**src/rtl/inst_fetch_stage_pkg.sv**
```systemverilog
// Shared fetch-stage constants, FSM state encoding and PC helpers.
package inst_fetch_stage_pkg;

    localparam int PC_WIDTH   = 32;
    localparam int INST_WIDTH = 32;

    localparam logic [INST_WIDTH-1:0] NOP_INST = 32'h0000_0000;
    localparam logic [PC_WIDTH-1:0] DEFAULT_RESET_PC = 32'h0000_0000;
    localparam logic [PC_WIDTH-1:0] PC_STEP = 32'd4;

    typedef enum logic {
        ST_EMPTY = 1'b0,
        ST_FULL  = 1'b1
    } fetch_state_e;

    function automatic logic [PC_WIDTH-1:0] word_align(
        input logic [PC_WIDTH-1:0] a
    );
        return {a[PC_WIDTH-1:2], 2'b00};
    endfunction

endpackage

```
**src/rtl/inst_fetch_stage_fetch_pc_gen.sv**
```systemverilog
// Fetch PC register with next-PC select: hold, sequential +4, or redirect.
module fetch_pc_gen
    import inst_fetch_stage_pkg::*;
#(
    parameter logic [PC_WIDTH-1:0] RESET_PC = DEFAULT_RESET_PC
) (
    input  logic                i_clk,
    input  logic                i_rst,
    input  logic                i_stall,
    input  logic                i_redirect,
    input  logic [PC_WIDTH-1:0] i_redirect_pc,
    output logic [PC_WIDTH-1:0] o_fetch_pc
);

    logic [PC_WIDTH-1:0] r_fetch_pc;
    logic [PC_WIDTH-1:0] w_next_pc;

    // Redirect outranks stall so a flush is never lost behind a held word.
    always_comb begin
        w_next_pc = r_fetch_pc;
        if (i_redirect) begin
            w_next_pc = word_align(i_redirect_pc);
        end else if (!i_stall) begin
            w_next_pc = r_fetch_pc + PC_STEP;
        end
    end

    always_ff @(posedge i_clk or posedge i_rst) begin
        if (i_rst) begin
            r_fetch_pc <= word_align(RESET_PC);
        end else begin
            r_fetch_pc <= w_next_pc;
        end
    end

    assign o_fetch_pc = r_fetch_pc;

endmodule

```
**src/rtl/inst_fetch_stage.sv**
```systemverilog
// Instruction fetch stage: owns the PC, drives a sync-read imem whose
// output register doubles as the IF/ID register.
module inst_fetch_stage
    import inst_fetch_stage_pkg::*;
#(
    parameter logic [PC_WIDTH-1:0] RESET_PC = DEFAULT_RESET_PC
) (
    input  logic                  i_clk,
    input  logic                  i_rst,
    input  logic                  i_stall,
    input  logic                  i_redirect,
    input  logic [PC_WIDTH-1:0]   i_redirect_pc,
    output logic [PC_WIDTH-1:0]   o_imem_addr,
    output logic                  o_imem_req,
    input  logic [INST_WIDTH-1:0] i_imem_rdata,
    output logic [INST_WIDTH-1:0] o_inst,
    output logic [PC_WIDTH-1:0]   o_pc,
    output logic [PC_WIDTH-1:0]   o_pc_plus4,
    output logic                  o_valid,
    output logic [31:0]           o_fetch_count
);

    fetch_state_e        r_state;
    logic [PC_WIDTH-1:0] r_pc_d;
    logic [31:0]         r_fetch_count;

    logic [PC_WIDTH-1:0] w_fetch_pc;
    logic                w_valid;
    logic                w_advance;

    fetch_pc_gen #(
        .RESET_PC (RESET_PC)
    ) u_pc_gen (
        .i_clk         (i_clk),
        .i_rst         (i_rst),
        .i_stall       (i_stall),
        .i_redirect    (i_redirect),
        .i_redirect_pc (i_redirect_pc),
        .o_fetch_pc    (w_fetch_pc)
    );

    assign w_valid   = (r_state == ST_FULL);
    assign w_advance = !i_stall && !i_redirect;

    // A read is issued only on a true advance so rdata holds otherwise.
    assign o_imem_req    = !i_rst && w_advance;
    assign o_imem_addr   = w_fetch_pc;
    assign o_inst        = w_valid ? i_imem_rdata : NOP_INST;
    assign o_pc          = r_pc_d;
    assign o_pc_plus4    = r_pc_d + PC_STEP;
    assign o_valid       = w_valid;
    assign o_fetch_count = r_fetch_count;

    always_ff @(posedge i_clk or posedge i_rst) begin
        if (i_rst) begin
            r_state       <= ST_EMPTY;
            r_pc_d        <= '0;
            r_fetch_count <= '0;
        end else begin
            if (i_redirect) begin
                r_state <= ST_EMPTY;
            end else if (!i_stall) begin
                r_state <= ST_FULL;
                r_pc_d  <= w_fetch_pc;
                if (w_valid) begin
                    r_fetch_count <= r_fetch_count + 32'd1;
                end
            end
        end
    end

endmodule

```
**config.mk**
```make
export PLATFORM = sky130hd
export DESIGN_NAME = inst_fetch_stage
export DESIGN_NICKNAME = d
export VERILOG_FILES = /design/src/rtl/inst_fetch_stage_pkg.sv /design/src/rtl/inst_fetch_stage_fetch_pc_gen.sv /design/src/rtl/inst_fetch_stage.sv
export SDC_FILE = /design/constraint.sdc
export NUM_CORES = 1
export LEC_CHECK = 0
export CORE_AREA = 2 2 148 150
export CTS_BUF_LIST = sky130_fd_sc_hd__clkbuf_2
export CTS_CLUSTER_SIZE = 16
export DETAILED_ROUTE_END_ITERATION = 7
export DIE_AREA = 0 0 150 152
export HOLD_SLACK_MARGIN = 0.02
export SLEW_MARGIN = 15
export SYNTH_ARGS = -nofsm -noshare
export SYNTH_HDL_FRONTEND = slang
export SYNTH_SLANG_ARGS = --single-unit
```
**constraint.sdc**
```tcl
create_clock -name i_clk -period 3.82 [get_ports i_clk]
set_clock_uncertainty 0.05 [all_clocks]
set_input_delay 0.573 -clock i_clk [delete_from_list [all_inputs] [get_ports i_clk]]
set_output_delay 0.573 -clock i_clk [all_outputs]
set_load 0.05 [all_outputs]
```
==> run_results.csv, run 1 <==
group,metric,value,unit
drt,wl_met1,7330,um
floorplanning,die_w,150,um
power_and_ir_drop,vdd_drop_max,0.231,mV
clock_tree,cts_hold_buf,0,
place,routabilityCongestion,0.814,
timing,setup_violations,0,
global_routing,grt_overflow_total,0,
global_routing,grtUsageTotal,14.4,%
floorplanning,fp-row-count,54,
power_and_ir_drop,pwr_density_cell,416,mW/mm^2
logic_synthesis,async_reset_ff_share,100,%
critical_path,crit_path_start_kind,"flip-flop",
drt,dr.pass1.iters,4,
power_and_ir_drop,leakagePower,3.15,nW
floorplanning,die_height,152,um
critical_path,critPathArrivalTime,2.92,ns
timing,fmax,282,MHz
logic_synthesis,yosysTopAreaCellShare,44.7,%
flow_run,cap_violations,0,
global_routing,grt_pass1_wl,25700,um
drt,drt_iter0_drc,244,
floorplanning,io_pins,230,
logic_synthesis,yosys_warnings,0,
drt,vias_per_cell,4.61,
timing,period_share,92.7,%
timing,layout_min_cycle_time,3.54,ns
layout,fin_nets,825,
critical_path,path_max_fanout,6,
drt,top_layer_used,"met4",
floorplanning,die_area,0.0228,sq mm
clock_tree,h-tree-depth,3,
drt,wl_met2,8000,um
clock_tree,cts_max_path_buffers,2,
timing,rsz0062_at_grt,"false",
global_routing,grt_max_degree,50,
logic_synthesis,syn_avg_cell_area,9.76,sq um
logic_synthesis,yosysUniqueCellTypes,41,
status,status,"finished, final reports clean",
critical_path,path_class,"flip-flop to output port",
logic_synthesis,ys_top_cells_by_area,"dfrtp_1 (45%), xnor2_1 (7.6%), mux2_2 (6.3%), xor2_1 (4.7%), and2_1 (4.1%)",
logic_synthesis,ys_dominant_reg_cell,"dfrtp_1",
logic_synthesis,synth_edf_count,0,
floorplanning,start_util,24.4,%
layout,syn_to_final_growth,51.5,%
timing,slew_violations,0,
drt,wl,16700,um
layout,fillers,2188,
timing,slew_headroom,56.8,%
place,io_buffers,221,
clock_tree,root_buffer,"clkbuf_2",
clock_tree,clk_latency,0.60,ns
drt,ant_nets,0,
clock_tree,cts.clk_slew.worst_paths,0.28,ns
global_routing,grt_pass1_vias,4485,
critical_path,required,3.20,ns
critical_path,end_kind,"output port",
clock_tree,clock-sinks,93,
logic_synthesis,ys_seq_elements,93,
floorplanning,core_area,0.0214,sq mm
timing,holdWs,0.331,ns
clock_tree,cts_tree,"built",
hold_path,worstHoldPathType,"primary input to async pin",
logic_synthesis,synth_cells,533,
critical_path,rrSetupSlack,1.28,ns
drt,met3WireLength,1190,um
logic_synthesis,synth_top_cell_by_area,"dfrtp_1",
timing,finalHoldViolCount,0,
logic_synthesis,seq_area_frac_synth,44.7,%
drt,vias,4796,
timing,tightest_slew,0.642,ns
clock_tree,cts_buffers,9,
global_routing,antenna_found_initial,1,
logic_synthesis,synth_area,0.00520,sq mm
layout,drive_gt1_share,9.22,%
drt,wl_per_cell,16.1,um
clock_tree,post_cts.repair.setup_buffers,0,
place,hpwl,12700,um
timing,totalNegativeSetupSlack,0,ns
drt,drc,0,
-- sequential cells by signal, indices dropped and copies added (netlist names) --
register             flops
o_fetch_count           32
o_pc                    30
u_pc_gen.o_fetch_pc     30
o_valid                  1
-- synth_stat cells (8+ instances only) --
cell      number
mux2_2        29
xnor2_1       45
and4_1         9
inv_1         14
nor3_1         9
and3_1         9
or4_1         12
xor2_1        28
nand2_1       55
nor4_1        24
o31ai_1        8
nor2_1        22
clkbuf_1      17
a31oi_1        9
nand3_1       39
and2_1        34
nand4_1       23
o21ai_0       18
dfrtp_1       93
-- worst paths after layout --
kind | end | cells past startpoint | from
worst max-delay path | o_pc_plus4[23] | 6 | o_pc[4]$_DFFE_PP0P_
worst min-delay path | u_pc_gen.o_fetch_pc[13]$_DFFE_PP0N_ | 2 | i_rst
worst max register to register | u_pc_gen.o_fetch_pc[28]$_DFFE_PP0N_ | 5 | u_pc_gen.o_fetch_pc[2]$_DFFE_PP0N_
worst min register to register | o_fetch_count[29]$_DFFE_PP0P_ | 1 | o_fetch_count[29]$_DFFE_PP0P_
max in group asynchronous | o_fetch_count[20]$_DFFE_PP0P_ | 3 | i_rst
min in group i_clk | u_pc_gen.o_fetch_pc[19]$_DFFE_PP0N_ | 3 | i_redirect_pc[19]
-- report_power, final --
part	leakage [nW]	internal (mW)	switching, mW
combinational	1.92	0.511	0.944
sequential	1.16	1.09	0.196
clock	0.0710	0.162	0.374
total	3.15	1.77	1.51
-- through the flow --
| stage | std cells | power [mW] | util, % | worst slack (ns) | area [sq um] |
|---|---|---|---|---|---|
| floorplan | 538 | 2.22 | - | 0.539 | 5220 |
| global placement | 1023 | 2.78 | 36.3 | 0.584 | 7750 |
| detailed placement | 1023 | 2.79 | 36.3 | 0.559 | 7750 |
| CTS | 1039 | 3.33 | 36.9 | 0.0130 | 7870 |
| global route | 1039 | 3.44 | 36.9 | 0.0121 | 7880 |
| finish | 1040 | 3.28 | 36.9 | 0.277 | 7880 |
-- cells by family after synthesis --
logic type	after synthesis	synth area share, %
xor+xnor	73	12.3
other cells	1	0.0721
simple gates	250	27.1
flops	93	44.7
compound gates	42	5.05
buf+inv	41	3.61
mux	30	6.47
fa+ha+maj	3	0.721
-- cell type report --
cell class / count / area, sq um / share of cell area, %
sequential: 93 / 2330 / 29.5
multi-input combinational: 404 / 2720 / 34.5
timing repair buffer: 232 / 2300 / 29.1
inverter: 14 / 55.1 / 0.699
antenna: 1 / 2.50 / 0.0318
clock buffer: 9 / 45.0 / 0.572
clock inverter: 7 / 82.6 / 1.05
tap: 280 / 350 / 4.45
-- critical path, cell delays in order (launching register included) --
cell and delay (ns):
dfrtp_1 0.49, and4_1 0.33, buf_4 0.17, and3_1 0.23, nand4_1 0.13, xnor2_1 0.15
clkdlybuf4s50_1 0.82
-- what timing repair did --
action / CTS / global route
gates resized for setup: 9 / 14
setup endpoints to repair: 8 / 11
pin swaps: 0 / 0
-- routing by layer --
layer,up-vias,track usage [%]
met5,-,0
met4,0,3.28
met3,17,4.74
met2,159,23.3
met1,2273,18.7
li1,2347,-
-- layout by cell type (no fill, tap or decap), types with 4 or more instances in the layout --
master,count
nor4_1,23
and2_1,34
dfrtp_1,93
clkdlybuf4s50_1,204
o31ai_1,8
xnor2_1,45
or4_1,12
xor2_1,28
and4_1,9
nand3_1,39
nor2_1,21
mux2_2,29
nor3_1,9
and3_1,9
inv_1,13
a31oi_1,9
dlygate4sd2_1,4
conb_1,6
clkbuf_2,12
buf_4,11
dlymetal6s2s_1,7
nand4_1,23
nand2_1,55
o21ai_0,18
No activity file was read; power rests on OpenSTA's default activity.
==> run 2, diff against run 1 <==
- SLEW_MARGIN: 15 -> 40
- clock period: 3.82 -> 2.95 ns (I/O delays scaled with it)
==> run_results.csv, run 2 (synthesized netlist as in run 1, its figures left out) <==
group,metric,value,unit
layout,mostFrequentLayoutCell,"clkdlybuf4s50_1",
timing,period_share,99.5,%
critical_path,path_class,"flip-flop to output port",
drt,ant_nets,0,
timing,slew_headroom,53.3,%
drt,drt_iter0_drc,220,
critical_path,required,2.46,ns
global_routing,grtUsageTotal,14.7,%
floorplanning,die_height,152,um
drt,vias,4972,
power_and_ir_drop,vdd_drop_max,0.298,mV
layout,final_cell_mix,"clkdlybuf4s50_1 (182), dfrtp_1 (83), nand2_1 (55)",
drt,vias_per_cell,4.63,
place,hpwl,12600,um
critical_path,end_kind,"output port",
timing,tightest_slew,0.694,ns
layout,largest_reg_flops,32,
layout,syn_to_final_growth,66.7,%
clock_tree,cts_max_path_buffers,2,
floorplanning,die_w,150,um
hold_path,worstHoldPathType,"primary input to flip-flop",
place,place_area,0.00798,sq mm
timing,totalNegativeSetupSlack,0,ns
drt,wl,17300,um
timing,layout_min_cycle_time,2.93,ns
layout,fin_area,0.00867,sq mm
floorplanning,io_pins,230,
timing,setup_violations,0,
power_and_ir_drop,pwr_density_cell,516,mW/mm^2
clock_tree,cts_tree,"built",
drt,dr.pass1.iters,4,
clock_tree,cts.clk_slew.worst_paths,0.30,ns
global_routing,grt_pass1_vias,4742,
floorplanning,fp-row-count,54,
critical_path,crit_path_start_kind,"flip-flop",
timing,rsz0062_at_grt,"true",
drt,wl_per_cell,16.1,um
drt,drc,0,
global_routing,antenna_found_initial,1,
clock_tree,clock-sinks,93,
global_routing,grt_pass1_wl,26500,um
global_routing,grt_max_degree,44,
global_routing,grt_overflow_total,0,
timing,fmax,341,MHz
flow_run,cap_violations,0,
floorplanning,core_area,0.0214,sq mm
critical_path,path_max_fanout,5,
clock_tree,root_buffer,"clkbuf_2",
floorplanning,start_util,24.4,%
clock_tree,cts_buffers,9,
floorplanning,die_area,0.0228,sq mm
timing,finalHoldViolCount,0,
timing,slew_violations,0,
layout,fin_nets,860,
place,io_buffers,221,
clock_tree,h-tree-depth,3,
power_and_ir_drop,leakagePower,3.66,nW
clock_tree,clk_latency,0.60,ns
status,status,"finished, final reports clean",
critical_path,critPathArrivalTime,2.44,ns
layout,drive_gt1_share,20.8,%
place,routabilityCongestion,0.766,
==> run 2: changes by cell type in the layout (fill, tap and decap cells not counted), moves of 8 or more <==
cell             previous run  this run
buf_12                      1        17
nor4_1                     23        15
dfrtp_2                     0        10
nor4_4                      0         8
clkdlybuf4s50_1           204       182
buf_4                      11        50
dfrtp_1                    93        83
==> run 2: layer usage <==
| layer | track usage (%) | vias up | wire [um] |
|---|---|---|---|
| li1 | - | 2404 | - |
| met1 | 19.4 | 2406 | 7770 |
| met2 | 23.6 | 148 | 8160 |
| met3 | 4.56 | 14 | 1100 |
| met4 | 3.46 | 0 | 223 |
| met5 | 0 | - | 0 |
==> run 2: worst paths after layout <==
path,from,endpoint,slack (ns),depth (start not counted)
worst max-delay path,o_pc[3]$_DFFE_PP0P_,o_pc_plus4[18],0.02,8
worst max register to register,u_pc_gen.o_fetch_pc[9]$_DFFE_PP0N_,u_pc_gen.o_fetch_pc[25]$_DFFE_PP0N_,0.60,4
max in group asynchronous,i_rst,o_pc[27]$_DFFE_PP0P_,1.53,4
min in group asynchronous,i_rst,o_fetch_count[20]$_DFFE_PP0P_,0.61,3
worst min register to register,o_fetch_count[31]$_DFFE_PP0P_,o_fetch_count[31]$_DFFE_PP0P_,0.46,1
worst min-delay path,i_redirect,u_pc_gen.o_fetch_pc[19]$_DFFE_PP0N_,0.20,3
==> run 2: through the flow <==
step / power, mW / utilization (%) / hold slack, ns / setup slack (ns) / instances
global route: 4.69 / 40.6 / 0.0985 / -0.184 / 1074
CTS: 4.47 / 39.3 / 0.0845 / -0.0640 / 1063
finish: 4.47 / 40.6 / 0.196 / 0.0158 / 1075
floorplan: 2.89 / - / 0.508 / 0.0146 / 538
detailed placement: 3.72 / 37.4 / 0.418 / 0.218 / 1029
global placement: 3.71 / 37.4 / 0.433 / 0.247 / 1029
==> run 2: layout make-up <==
| type | instances | area [sq um] |
|---|---|---|
| Tap cell | 280 | 350 |
| Inverter | 14 | 55.1 |
| Fill cell | 2091 | 12700 |
| Clock inverter | 7 | 66.3 |
| Multi-Input combinational cell | 404 | 3080 |
| Clock buffer | 9 | 45.0 |
| Antenna cell | 1 | 2.50 |
| Timing Repair Buffer | 267 | 2740 |
| Sequential cell | 93 | 2340 |
==> run 2: what timing repair did <==
action	in CTS	in global routing
hold buffers	1	0
gates resized for setup	36	38
buffers inserted	17	11
pin swaps	11	12
hold endpoints to repair	20	0
setup endpoints to repair	17	27
==> run 2: power breakdown <==
group / total [mW] / internal [mW] / switching, mW / leakage (nW)
logic: 2.20 / 0.849 / 1.35 / 2.43
registers: 1.64 / 1.42 / 0.220 / 1.15
clock network: 0.632 / 0.136 / 0.495 / 0.0709
==> run 2: critical path, stage by stage (launching register included) <==
cell	delay [ns]
dfrtp_1	0.50
ha_4	0.18
nand3_4	0.09
buf_6	0.14
nor4_4	0.28
buf_6	0.19
nand3_4	0.09
xnor2_2	0.21
buf_12	0.16
